**src/rtl/mac_vec_pair.sv**
```systemverilog
// -----------------------------------------------------------------------------
// mac_vec_pair
//
// Multi-lane integer multiply-accumulate engine. Two independently handshaked
// operand vectors (A and B) are each captured into a one-deep holding
// register. While RUN is active, every cycle in which both holds are full
// "fires" a pair: the operands move into a pipeline that multiplies them per
// lane (one edge later) and adds the product into a per-lane accumulator
// (two edges later). After the configured number of pairs has fired, the
// engine drains the pipeline and presents one result vector for a single
// cycle.
//
// Optional build macro:
//   MAC_SAT_EN  - when defined, each lane result clamps to the OUT_W range of
//                 the latched mode and sat_flag reports which lanes clamped.
//                 When undefined, results wrap (low OUT_W accumulator bits)
//                 and sat_flag is held at zero.
//
// Ports:
//   clk         rising-edge clock
//   rst         asynchronous active-high reset
//   config_en   one-cycle pulse; latches data_num and int_signed when IDLE
//   int_signed  1 = two's-complement operands/result, 0 = unsigned
//   data_num    products per lane to accumulate per result (0 is rejected)
//   in_a        operand A vector, lane i at [i*DATA_W +: DATA_W]
//   in_valid_a  in_a valid
//   in_ready_a  in_a accepted on valid && ready at a rising edge
//   in_b        operand B vector, same packing as in_a
//   in_valid_b  in_b valid
//   in_ready_b  in_b accepted on valid && ready at a rising edge
//   mac_out     result vector, lane i at [i*OUT_W +: OUT_W]
//   out_valid   one-cycle pulse, mac_out/sat_flag valid (no backpressure)
//   sat_flag    per-lane saturation indicator
//   busy        high while RUN or DRAIN
//   cfg_err     one-cycle pulse when a config request is rejected
// -----------------------------------------------------------------------------
module mac_vec_pair #(
  parameter int LANES  = 4,
  parameter int DATA_W = 16,
  parameter int ACC_W  = 40,
  parameter int OUT_W  = 16,
  parameter int CNT_W  = 16
) (
  input  logic                    clk,
  input  logic                    rst,
  input  logic                    config_en,
  input  logic                    int_signed,
  input  logic [CNT_W-1:0]        data_num,
  input  logic [LANES*DATA_W-1:0] in_a,
  input  logic                    in_valid_a,
  output logic                    in_ready_a,
  input  logic [LANES*DATA_W-1:0] in_b,
  input  logic                    in_valid_b,
  output logic                    in_ready_b,
  output logic [LANES*OUT_W-1:0]  mac_out,
  output logic                    out_valid,
  output logic [LANES-1:0]        sat_flag,
  output logic                    busy,
  output logic                    cfg_err
);

  localparam int PROD_W = 2 * DATA_W;
  localparam int VEC_W  = LANES * DATA_W;

  typedef enum logic [1:0] {
    ST_IDLE  = 2'd0,
    ST_RUN   = 2'd1,
    ST_DRAIN = 2'd2
  } state_t;

  // ---------------------------------------------------------------------------
  // Per-lane arithmetic helpers
  // ---------------------------------------------------------------------------

  // Both operands are extended to the product width according to the mode;
  // the low PROD_W bits of the wide product are then correct for either mode.
  function automatic logic [PROD_W-1:0] lane_mul(
    input logic [DATA_W-1:0] a,
    input logic [DATA_W-1:0] b,
    input logic              sgn
  );
    logic [PROD_W-1:0] ea;
    logic [PROD_W-1:0] eb;
    if (sgn) begin
      ea = {{DATA_W{a[DATA_W-1]}}, a};
      eb = {{DATA_W{b[DATA_W-1]}}, b};
    end else begin
      ea = {{DATA_W{1'b0}}, a};
      eb = {{DATA_W{1'b0}}, b};
    end
    return ea * eb;
  endfunction

  // Sign- or zero-extend a lane product to accumulator width.
  function automatic logic [ACC_W-1:0] lane_ext(
    input logic [PROD_W-1:0] p,
    input logic              sgn
  );
    logic [ACC_W-1:0] r;
    if (sgn) begin
      r = {{(ACC_W-PROD_W){p[PROD_W-1]}}, p};
    end else begin
      r = {{(ACC_W-PROD_W){1'b0}}, p};
    end
    return r;
  endfunction

`ifdef MAC_SAT_EN
  // Clamp an accumulator to the OUT_W range of the mode; the MSB of the
  // returned value is the saturation flag.
  function automatic logic [OUT_W:0] lane_sat(
    input logic [ACC_W-1:0] acc,
    input logic             sgn
  );
    logic [OUT_W:0] r;
    if (sgn) begin
      // Fits when every bit from OUT_W-1 upward equals the sign bit.
      if (acc[ACC_W-1:OUT_W-1] == {(ACC_W-OUT_W+1){acc[ACC_W-1]}}) begin
        r = {1'b0, acc[OUT_W-1:0]};
      end else if (acc[ACC_W-1]) begin
        r = {1'b1, 1'b1, {(OUT_W-1){1'b0}}};
      end else begin
        r = {1'b1, 1'b0, {(OUT_W-1){1'b1}}};
      end
    end else begin
      if (acc[ACC_W-1:OUT_W] == {(ACC_W-OUT_W){1'b0}}) begin
        r = {1'b0, acc[OUT_W-1:0]};
      end else begin
        r = {1'b1, {OUT_W{1'b1}}};
      end
    end
    return r;
  endfunction
`endif

  // ---------------------------------------------------------------------------
  // State
  // ---------------------------------------------------------------------------
  state_t                    state_q, state_d;
  logic [CNT_W-1:0]          rem_q, rem_d;
  logic                      mode_q, mode_d;

  logic                      hold_a_q, hold_a_d;
  logic                      hold_b_q, hold_b_d;
  logic [VEC_W-1:0]          a_q, a_d;
  logic [VEC_W-1:0]          b_q, b_d;

  logic [VEC_W-1:0]          op_a_q, op_a_d;
  logic [VEC_W-1:0]          op_b_q, op_b_d;
  logic                      v0_q, v0_d;
  logic                      v1_q, v1_d;
  logic                      last0_q, last0_d;
  logic                      last1_q, last1_d;
  logic                      last2_q, last2_d;
  logic [LANES*PROD_W-1:0]   prod_q, prod_d;
  logic [LANES*ACC_W-1:0]    acc_q, acc_d;

  logic [LANES*OUT_W-1:0]    mac_out_q, mac_out_d;
  logic [LANES-1:0]          sat_q, sat_d;
  logic                      out_valid_q, out_valid_d;
  logic                      busy_q, busy_d;
  logic                      cfg_err_q, cfg_err_d;

  logic                      fire_s;
  logic                      take_a_s;
  logic                      take_b_s;
  logic                      cfg_ok_s;
  logic                      cfg_bad_s;
  logic                      last_fire_s;

  // Handshake and control decode.
  always_comb begin
    fire_s      = (state_q == ST_RUN) && hold_a_q && hold_b_q;
    in_ready_a  = !hold_a_q || fire_s;
    in_ready_b  = !hold_b_q || fire_s;
    take_a_s    = in_valid_a && in_ready_a;
    take_b_s    = in_valid_b && in_ready_b;
    cfg_ok_s    = config_en && (state_q == ST_IDLE) && (data_num != {CNT_W{1'b0}});
    cfg_bad_s   = config_en && !cfg_ok_s;
    last_fire_s = fire_s && (rem_q == CNT_W'(1));
  end

  // FSM next state, remaining count and latched mode.
  always_comb begin
    state_d = state_q;
    rem_d   = rem_q;
    mode_d  = mode_q;
    case (state_q)
      ST_IDLE: begin
        if (cfg_ok_s) begin
          state_d = ST_RUN;
        end else begin
          state_d = ST_IDLE;
        end
      end
      ST_RUN: begin
        if (last_fire_s) begin
          state_d = ST_DRAIN;
        end else begin
          state_d = ST_RUN;
        end
      end
      ST_DRAIN: begin
        // Final product has reached the accumulator; result leaves this edge.
        if (last2_q) begin
          state_d = ST_IDLE;
        end else begin
          state_d = ST_DRAIN;
        end
      end
      default: begin
        state_d = ST_IDLE;
      end
    endcase
    if (cfg_ok_s) begin
      rem_d  = data_num;
      mode_d = int_signed;
    end else if (fire_s) begin
      rem_d  = rem_q - CNT_W'(1);
      mode_d = mode_q;
    end else begin
      rem_d  = rem_q;
      mode_d = mode_q;
    end
  end

  // Operand holding registers; a refill at the fire edge keeps the hold full.
  always_comb begin
    hold_a_d = hold_a_q;
    hold_b_d = hold_b_q;
    a_d      = a_q;
    b_d      = b_q;
    if (take_a_s) begin
      hold_a_d = 1'b1;
      a_d      = in_a;
    end else if (fire_s) begin
      hold_a_d = 1'b0;
    end else begin
      hold_a_d = hold_a_q;
    end
    if (take_b_s) begin
      hold_b_d = 1'b1;
      b_d      = in_b;
    end else if (fire_s) begin
      hold_b_d = 1'b0;
    end else begin
      hold_b_d = hold_b_q;
    end
  end

  // Datapath pipeline: fire -> operand stage -> product -> accumulate.
  always_comb begin
    op_a_d  = op_a_q;
    op_b_d  = op_b_q;
    prod_d  = prod_q;
    acc_d   = acc_q;
    v0_d    = fire_s;
    v1_d    = v0_q;
    last0_d = last_fire_s;
    last1_d = last0_q;
    last2_d = last1_q;
    if (fire_s) begin
      op_a_d = a_q;
      op_b_d = b_q;
    end else begin
      op_a_d = op_a_q;
    end
    if (v0_q) begin
      for (int i = 0; i < LANES; i++) begin
        prod_d[i*PROD_W +: PROD_W] = lane_mul(op_a_q[i*DATA_W +: DATA_W],
                                              op_b_q[i*DATA_W +: DATA_W], mode_q);
      end
    end else begin
      prod_d = prod_q;
    end
    // Config and accumulate never coincide: config is only taken in IDLE,
    // when the pipeline is empty.
    if (cfg_ok_s) begin
      acc_d = {(LANES*ACC_W){1'b0}};
    end else if (v1_q) begin
      for (int i = 0; i < LANES; i++) begin
        acc_d[i*ACC_W +: ACC_W] = acc_q[i*ACC_W +: ACC_W]
                                + lane_ext(prod_q[i*PROD_W +: PROD_W], mode_q);
      end
    end else begin
      acc_d = acc_q;
    end
  end

  // Registered outputs: result formatting, status pulses and busy.
  always_comb begin
    mac_out_d   = mac_out_q;
    sat_d       = sat_q;
    out_valid_d = last2_q;
    busy_d      = (state_d != ST_IDLE);
    cfg_err_d   = cfg_bad_s;
    if (last2_q) begin
      for (int i = 0; i < LANES; i++) begin
`ifdef MAC_SAT_EN
        {sat_d[i], mac_out_d[i*OUT_W +: OUT_W]} = lane_sat(acc_q[i*ACC_W +: ACC_W], mode_q);
`else
        mac_out_d[i*OUT_W +: OUT_W] = acc_q[i*ACC_W +: ACC_W - (ACC_W - OUT_W)];
        sat_d[i]                    = 1'b0;
`endif
      end
    end else begin
      mac_out_d = mac_out_q;
      sat_d     = sat_q;
    end
  end

  // Control and operand-hold state registers.
  always_ff @(posedge clk or posedge rst) begin
    if (rst) begin
      state_q  <= ST_IDLE;
      rem_q    <= {CNT_W{1'b0}};
      mode_q   <= 1'b0;
      hold_a_q <= 1'b0;
      hold_b_q <= 1'b0;
      a_q      <= {VEC_W{1'b0}};
      b_q      <= {VEC_W{1'b0}};
    end else begin
      state_q  <= state_d;
      rem_q    <= rem_d;
      mode_q   <= mode_d;
      hold_a_q <= hold_a_d;
      hold_b_q <= hold_b_d;
      a_q      <= a_d;
      b_q      <= b_d;
    end
  end

  // Pipeline and accumulator registers.
  always_ff @(posedge clk or posedge rst) begin
    if (rst) begin
      op_a_q  <= {VEC_W{1'b0}};
      op_b_q  <= {VEC_W{1'b0}};
      v0_q    <= 1'b0;
      v1_q    <= 1'b0;
      last0_q <= 1'b0;
      last1_q <= 1'b0;
      last2_q <= 1'b0;
      prod_q  <= {(LANES*PROD_W){1'b0}};
      acc_q   <= {(LANES*ACC_W){1'b0}};
    end else begin
      op_a_q  <= op_a_d;
      op_b_q  <= op_b_d;
      v0_q    <= v0_d;
      v1_q    <= v1_d;
      last0_q <= last0_d;
      last1_q <= last1_d;
      last2_q <= last2_d;
      prod_q  <= prod_d;
      acc_q   <= acc_d;
    end
  end

  // Output registers.
  always_ff @(posedge clk or posedge rst) begin
    if (rst) begin
      mac_out_q   <= {(LANES*OUT_W){1'b0}};
      sat_q       <= {LANES{1'b0}};
      out_valid_q <= 1'b0;
      busy_q      <= 1'b0;
      cfg_err_q   <= 1'b0;
    end else begin
      mac_out_q   <= mac_out_d;
      sat_q       <= sat_d;
      out_valid_q <= out_valid_d;
      busy_q      <= busy_d;
      cfg_err_q   <= cfg_err_d;
    end
  end

  assign mac_out   = mac_out_q;
  assign sat_flag  = sat_q;
  assign out_valid = out_valid_q;
  assign busy      = busy_q;
  assign cfg_err   = cfg_err_q;

endmodule

```
**config.mk**
```make
export PLATFORM = sky130hd
export DESIGN_NAME = mac_vec_pair
export DESIGN_NICKNAME = d
export VERILOG_FILES = /design/src/rtl/mac_vec_pair.sv
export SDC_FILE = /design/constraint.sdc
export NUM_CORES = 2
export LEC_CHECK = 0
export CAP_MARGIN = 20
export CORE_UTILIZATION = 60
export DETAILED_ROUTE_END_ITERATION = 8
export PLACE_DENSITY = 0.9
export SKIP_CTS_REPAIR_TIMING = 1
export SYNTH_ARGS = -nofsm -noshare
export SYNTH_HDL_FRONTEND = slang
export SYNTH_SLANG_ARGS = --single-unit
```
**constraint.sdc**
```tcl
create_clock -name clk -period 29.2 [get_ports clk]
set_input_delay 4.38 -clock clk [delete_from_list [all_inputs] [get_ports clk]]
set_output_delay 4.38 -clock clk [all_outputs]
set_load 0.05 [all_outputs]
```
## Yosys cells after proc, flatten, opt, wreduce, memory -nomap -nowiden

Index checks and enable logic that the tools add are counted.
Widths: inputs -> output; s select.

- Output and inout port bits: 73
- Bits in writable memories: 0
- Input bits: 150
- Bits in registers: 637
- Memories: 0
- Bits in latches: 0
- Logic and storage cells: 91
- Memory bits (read-only): 0

- Muxes and demuxes: 39
- Multiply operators: 4
- Order comparisons: 0
- Div/mod/pow operators: 0
- Shift-type cells: 0
- Add/subtract/negate cells: 5
- Equal/unequal tests: 3
- Bitwise logic cells: 0
- Reductions and logical operators: 20

Operators by type and width:

| kind | count |
|---|---|
| $mux 32 | 16 |
| $mux 40 | 12 |
| $mux 160 | 2 |
| $add 40x40->40 | 4 |
| $mul 32x32->32 | 4 |
| $mux 16 | 2 |
| $eq 16x1->1 const B | 1 |
| $reduce_bool 16->1 | 1 |
| $sub 16x1->16 const B | 1 |
| $reduce_bool 2->1 | 5 |
| $logic_and 1x1->1 | 8 |
| $pmux 2 s3 | 1 |
| $mux 1 | 4 |
| $mux 2 | 2 |
| $logic_not 1->1 | 3 |
| $eq 2x1->1 const B | 1 |
| $eq 2x2->1 const B | 1 |
| $logic_not 2->1 | 1 |
| $logic_or 1x1->1 | 2 |

## Depth between registers and ports, before layout

- Word-level depth: 7
- Depth in mapped cells: 23
- Gate-level depth less buffers: 22

## Worst setup path after synthesis

Ideal clock, no wire load.

- Path type: flip-flop to flip-flop
- Start: reg op_a_q[0]
- End: reg prod_q[15]
- Period minus slack after synthesis: 5.991 ns
- Path buffers: 1
- Setup slack: 23.209 ns
- Arrival time: 5.867 ns
- Data required time: 29.075 ns
- Library setup time: 0.125 ns
- Cell stages (with the launch flop): 22
- Path through: dfrtp_1 -> clkbuf_1 -> nand2_1 -> fa_1 -> inv_1 -> fa_1 -> fa_1 -> inv_1 -> fa_1 -> inv_1 -> ha_1 -> ha_1 -> fa_1 -> inv_1 -> fa_1 -> xor2_1 -> xnor2_1 -> xnor2_1 -> xnor2_1 -> xnor3_1 -> xnor2_1 -> mux2_2

- Longest elaborated chain between the ends: 3

Ends and longest elaborated chain:

| what | line | text |
|---|---|---|
| from (decl) | 148 | `logic [VEC_W-1:0] op_a_q, op_a_d;` |
| from (signal assigned) | 336 | `op_a_q <= {VEC_W{1'b0}};` |
| from (signal assigned) | 346 | `op_a_q <= op_a_d;` |
| $mux 32 | 84 | `if (sgn) begin` |
| $mux 32 | 268 | `if (v0_q) begin` |
| $mul 32x32->32 | 91 | `return ea * eb;` |
| to (signal assigned) | 343 | `prod_q <= {(LANES*PROD_W){1'b0}};` |
| to (signal assigned) | 353 | `prod_q <= prod_d;` |
| to (decl) | 155 | `logic [LANES*PROD_W-1:0] prod_q, prod_d;` |

No other way between the ends. The select of a mux whose other input is x is not followed.
A chain may end at the register's enable or synchronous reset.

## Final worst setup path

- Start: reg state_q[0]
- End: out in_ready_a

- Longest elaborated chain between the ends: 4

Ends and longest elaborated chain:

| what | line | text |
|---|---|---|
| from (decl) | 139 | `state_t state_q, state_d;` |
| from (signal assigned) | 323 | `state_q <= state_d;` |
| $eq 2x1->1 | 173 | `fire_s = (state_q == ST_RUN) && hold_a_q && hold_b_q;` |
| $logic_and 1x1->1 (2 in series) | 173 |  |
| $logic_or 1x1->1 | 174 | `in_ready_a = !hold_a_q \|\| fire_s;` |
| to (decl) | 51 | `output logic in_ready_a,` |

No other way between the ends.

==> impl_results.md <==
- Top post-synthesis cells by area: dfrtp_1 (32%), fa_1 (17%), ha_1 (10%), mux2_2 (7.3%), nand2_1 (7.3%)
- Fin crit share: 0.232
- CTS buffer count: 51
- Max-cap violations: 0
- Register area share after synthesis: 0.324
- Post-layout minimum cycle time: 6.76 ns
- Max Transition Viols Final: 0
- Starting Density: 0.607
- Largest delay contributor family on the critical path: buffers and inverters
- WL final: 83.7 mm
- Yosys warns: 0
- Top Ports: 223
- DIE WIDTH: 249 um
- Hold_ws: 0.347 ns
- Post-detail-place hpwl: 60.5 mm
- Die area: 62,200 um2
- Slew @ Worst Pin: 1.11 ns
- Post-route ant nets: 0
- Routability Congestion: 0.901
- Crit path max fanout: 6
- Status: completed
- Clock root cell: clkbuf_16
- Leading area contributor after synthesis: dfrtp_1
- Largest net degree at the start of global routing: 149
- WL/cell: 18.0 um
- Max Clock Skew: 0.0268 ns
- Mapped cell area: 36,700 um2
- Synth Instances: 3,689
- RSZ-0062 raised after global routing: false
- Nets@finish: 4,581
- First-pass GRT wire length: 141 mm
- Crit path buffers/inverters: 2
- Worst Path Required: 24.82 ns
- Endpoints failing hold: 0
- Synth cell types: 66
- Peak Freq: 0.148 GHz
- Total GRT Usage: 0.280
- CP arrival: 2.38 ns
- Setup violators final: 0
- Slew Limit Headroom: 0.263
- Reg-to-reg slack, setup: 22.58 ns
- Seq cells post-synth: 476
- Crit path capture type: output port
- Mean Syn Cell Area: 9.96 um2
- Worst hold path class: reg2reg
- Layout cells sized above 1: 0.0928
- Crit-path slowest cell: clkdlybuf4s50_1
- Antenna violations before repair: 1
- Clock tree sinks: 476
- Asr flop ratio synth: 1.00
- CP peak stage delay: 0.81 ns
- Synth top cells by count: nand2_1 (711), dfrtp_1 (476), inv_1 (414), fa_1 (320), ha_1 (294)
- Critical path startpoint category: flip-flop
- Cells after DPL: 4,546
- Number of synthesized flops with an enable pin: 0
- Top FF cell, synth: dfrtp_1
- Synth top area share: 0.324
- CTS tree: built
- Iteration-0 DRC Markers: 1,968
- CTS max path bufs: 3
- Routed vias: 26,400
- FP Rows: 90
- Clk pin slew, worst setup/hold paths: 0.06 ns
- Setup TNS Final: 0 ns
- Util after Layout: 0.680
- DR vias/cell: 5.68
- Final cell count without fillers: 4,640
- Number of global-route vias before repair: 27,900
- Setup CP Type: reg2out
- Core area: 60,500 um2
- Htree depth: 2
- Port Buffers: 217
- DRT Pass-1 Iters: 5
- P&R area growth vs syn: 12.0%
- Top-count cell post-synth: nand2_1
- CP Cell Sequence: nor2b_1 -> buf_4 -> nand3_4 -> nand2_1 -> clkdlybuf4s50_1
- Die H: 249 um
- Global route overflow: 0
- Drt drc: 0
- Worst skew pair latency: 0.62 ns
## layout by cell type, fill, tap and decap left out, drive strengths merged, types with 9 or more instances in the layout
| cell type | count |
|---|---|
| nand2 | 711 |
| a21o | 26 |
| xnor2 | 143 |
| clkdlybuf4s50 | 217 |
| o21bai | 13 |
| o21ai | 60 |
| or4 | 9 |
| and2 | 288 |
| nor2 | 105 |
| mux2 | 237 |
| ha | 294 |
| o211ai | 13 |
| a21boi | 13 |
| nor4 | 9 |
| nand3b | 10 |
| clkbuf | 68 |
| nor3 | 31 |
| xor2 | 43 |
| fa | 320 |
| nand3 | 21 |
| clkinv | 10 |
| o21a | 25 |
| dfrtp | 476 |
| buf | 15 |
| a211oi | 16 |
| a21oi | 91 |
| mux2i | 33 |
| inv | 422 |
## registers in the layout (all words and copies together) (netlist names)
| register | cells |
|---|---|
| hold_a_q | 1 |
| out_valid | 1 |
| state_q | 2 |
| cfg_err | 1 |
| v1_q | 1 |
| mac_out | 64 |
| acc_q | 64 |
| op_b_q | 64 |
| last1_q | 1 |
| hold_b_q | 1 |
| b_q | 64 |
| a_q | 64 |
| v0_q | 1 |
| busy | 1 |
| rem_q | 16 |
| prod_q | 64 |
| last0_q | 1 |
| op_a_q | 64 |
| last2_q | 1 |
## logic make-up after synthesis
logic type,Yosys count,synth area share
AO/OA/AOI/OAI,323,0.0573
multiplexers,270,0.0816
other,1,0.000102
XOR/XNOR,190,0.0468
AND/OR/NAND/NOR,1239,0.156
flip-flops,476,0.324
buffers and inverters,576,0.0593
adder cells (fa/ha/maj),614,0.275
## cell type report
type | instances | area (um2)
diodes | 1 | 2.50
clock buffers | 68 | 1430
clock inverters | 25 | 267
fillers | 4264 | 19300
inverters | 416 | 1570
multi-input cells | 2640 | 22700
flip-flops and latches | 476 | 11900
well taps | 782 | 978
repair buffers | 232 | 2300
## metrics by stage
stage / setup slack [ns] / cell area (um2)
after floorplan: 11.54 / 36700
after global placement: 21.95 / 39400
after detailed placement: 21.92 / 39400
after CTS: 22.41 / 41100
after global routing: 22.25 / 41100
final: 22.44 / 41100
## metal layers
metal / wire (um) / vias to the layer above / track usage
li1: - / 12100 / -
met1: 34300 / 13200 / 0.357
met2: 40800 / 892 / 0.472
met3: 5150 / 213 / 0.0471
met4: 3480 / 0 / 0.121
met5: 0 / - / 0
## worst paths after layout
check / from / to / cells past startpoint
max: state_q[0]$_DFF_PP0_ / in_ready_a / 5
min: last0_q$_DFF_PP0_ / last1_q$_DFF_PP0_ / 0
max reg2reg: op_a_q[16]$_DFFE_PP0P_ / prod_q[47]$_DFFE_PP0P_ / 20
min reg2reg: last0_q$_DFF_PP0_ / last1_q$_DFF_PP0_ / 0
max in group asynchronous: rst / a_q[3]$_DFFE_PP0P_ / 4
min in group asynchronous: rst / mac_out[60]$_DFFE_PP0P_ / 2
Power is left out: the tool's default activity adds up to more than one toggle a clock period on the data nets, which glitch-free logic cannot reach.
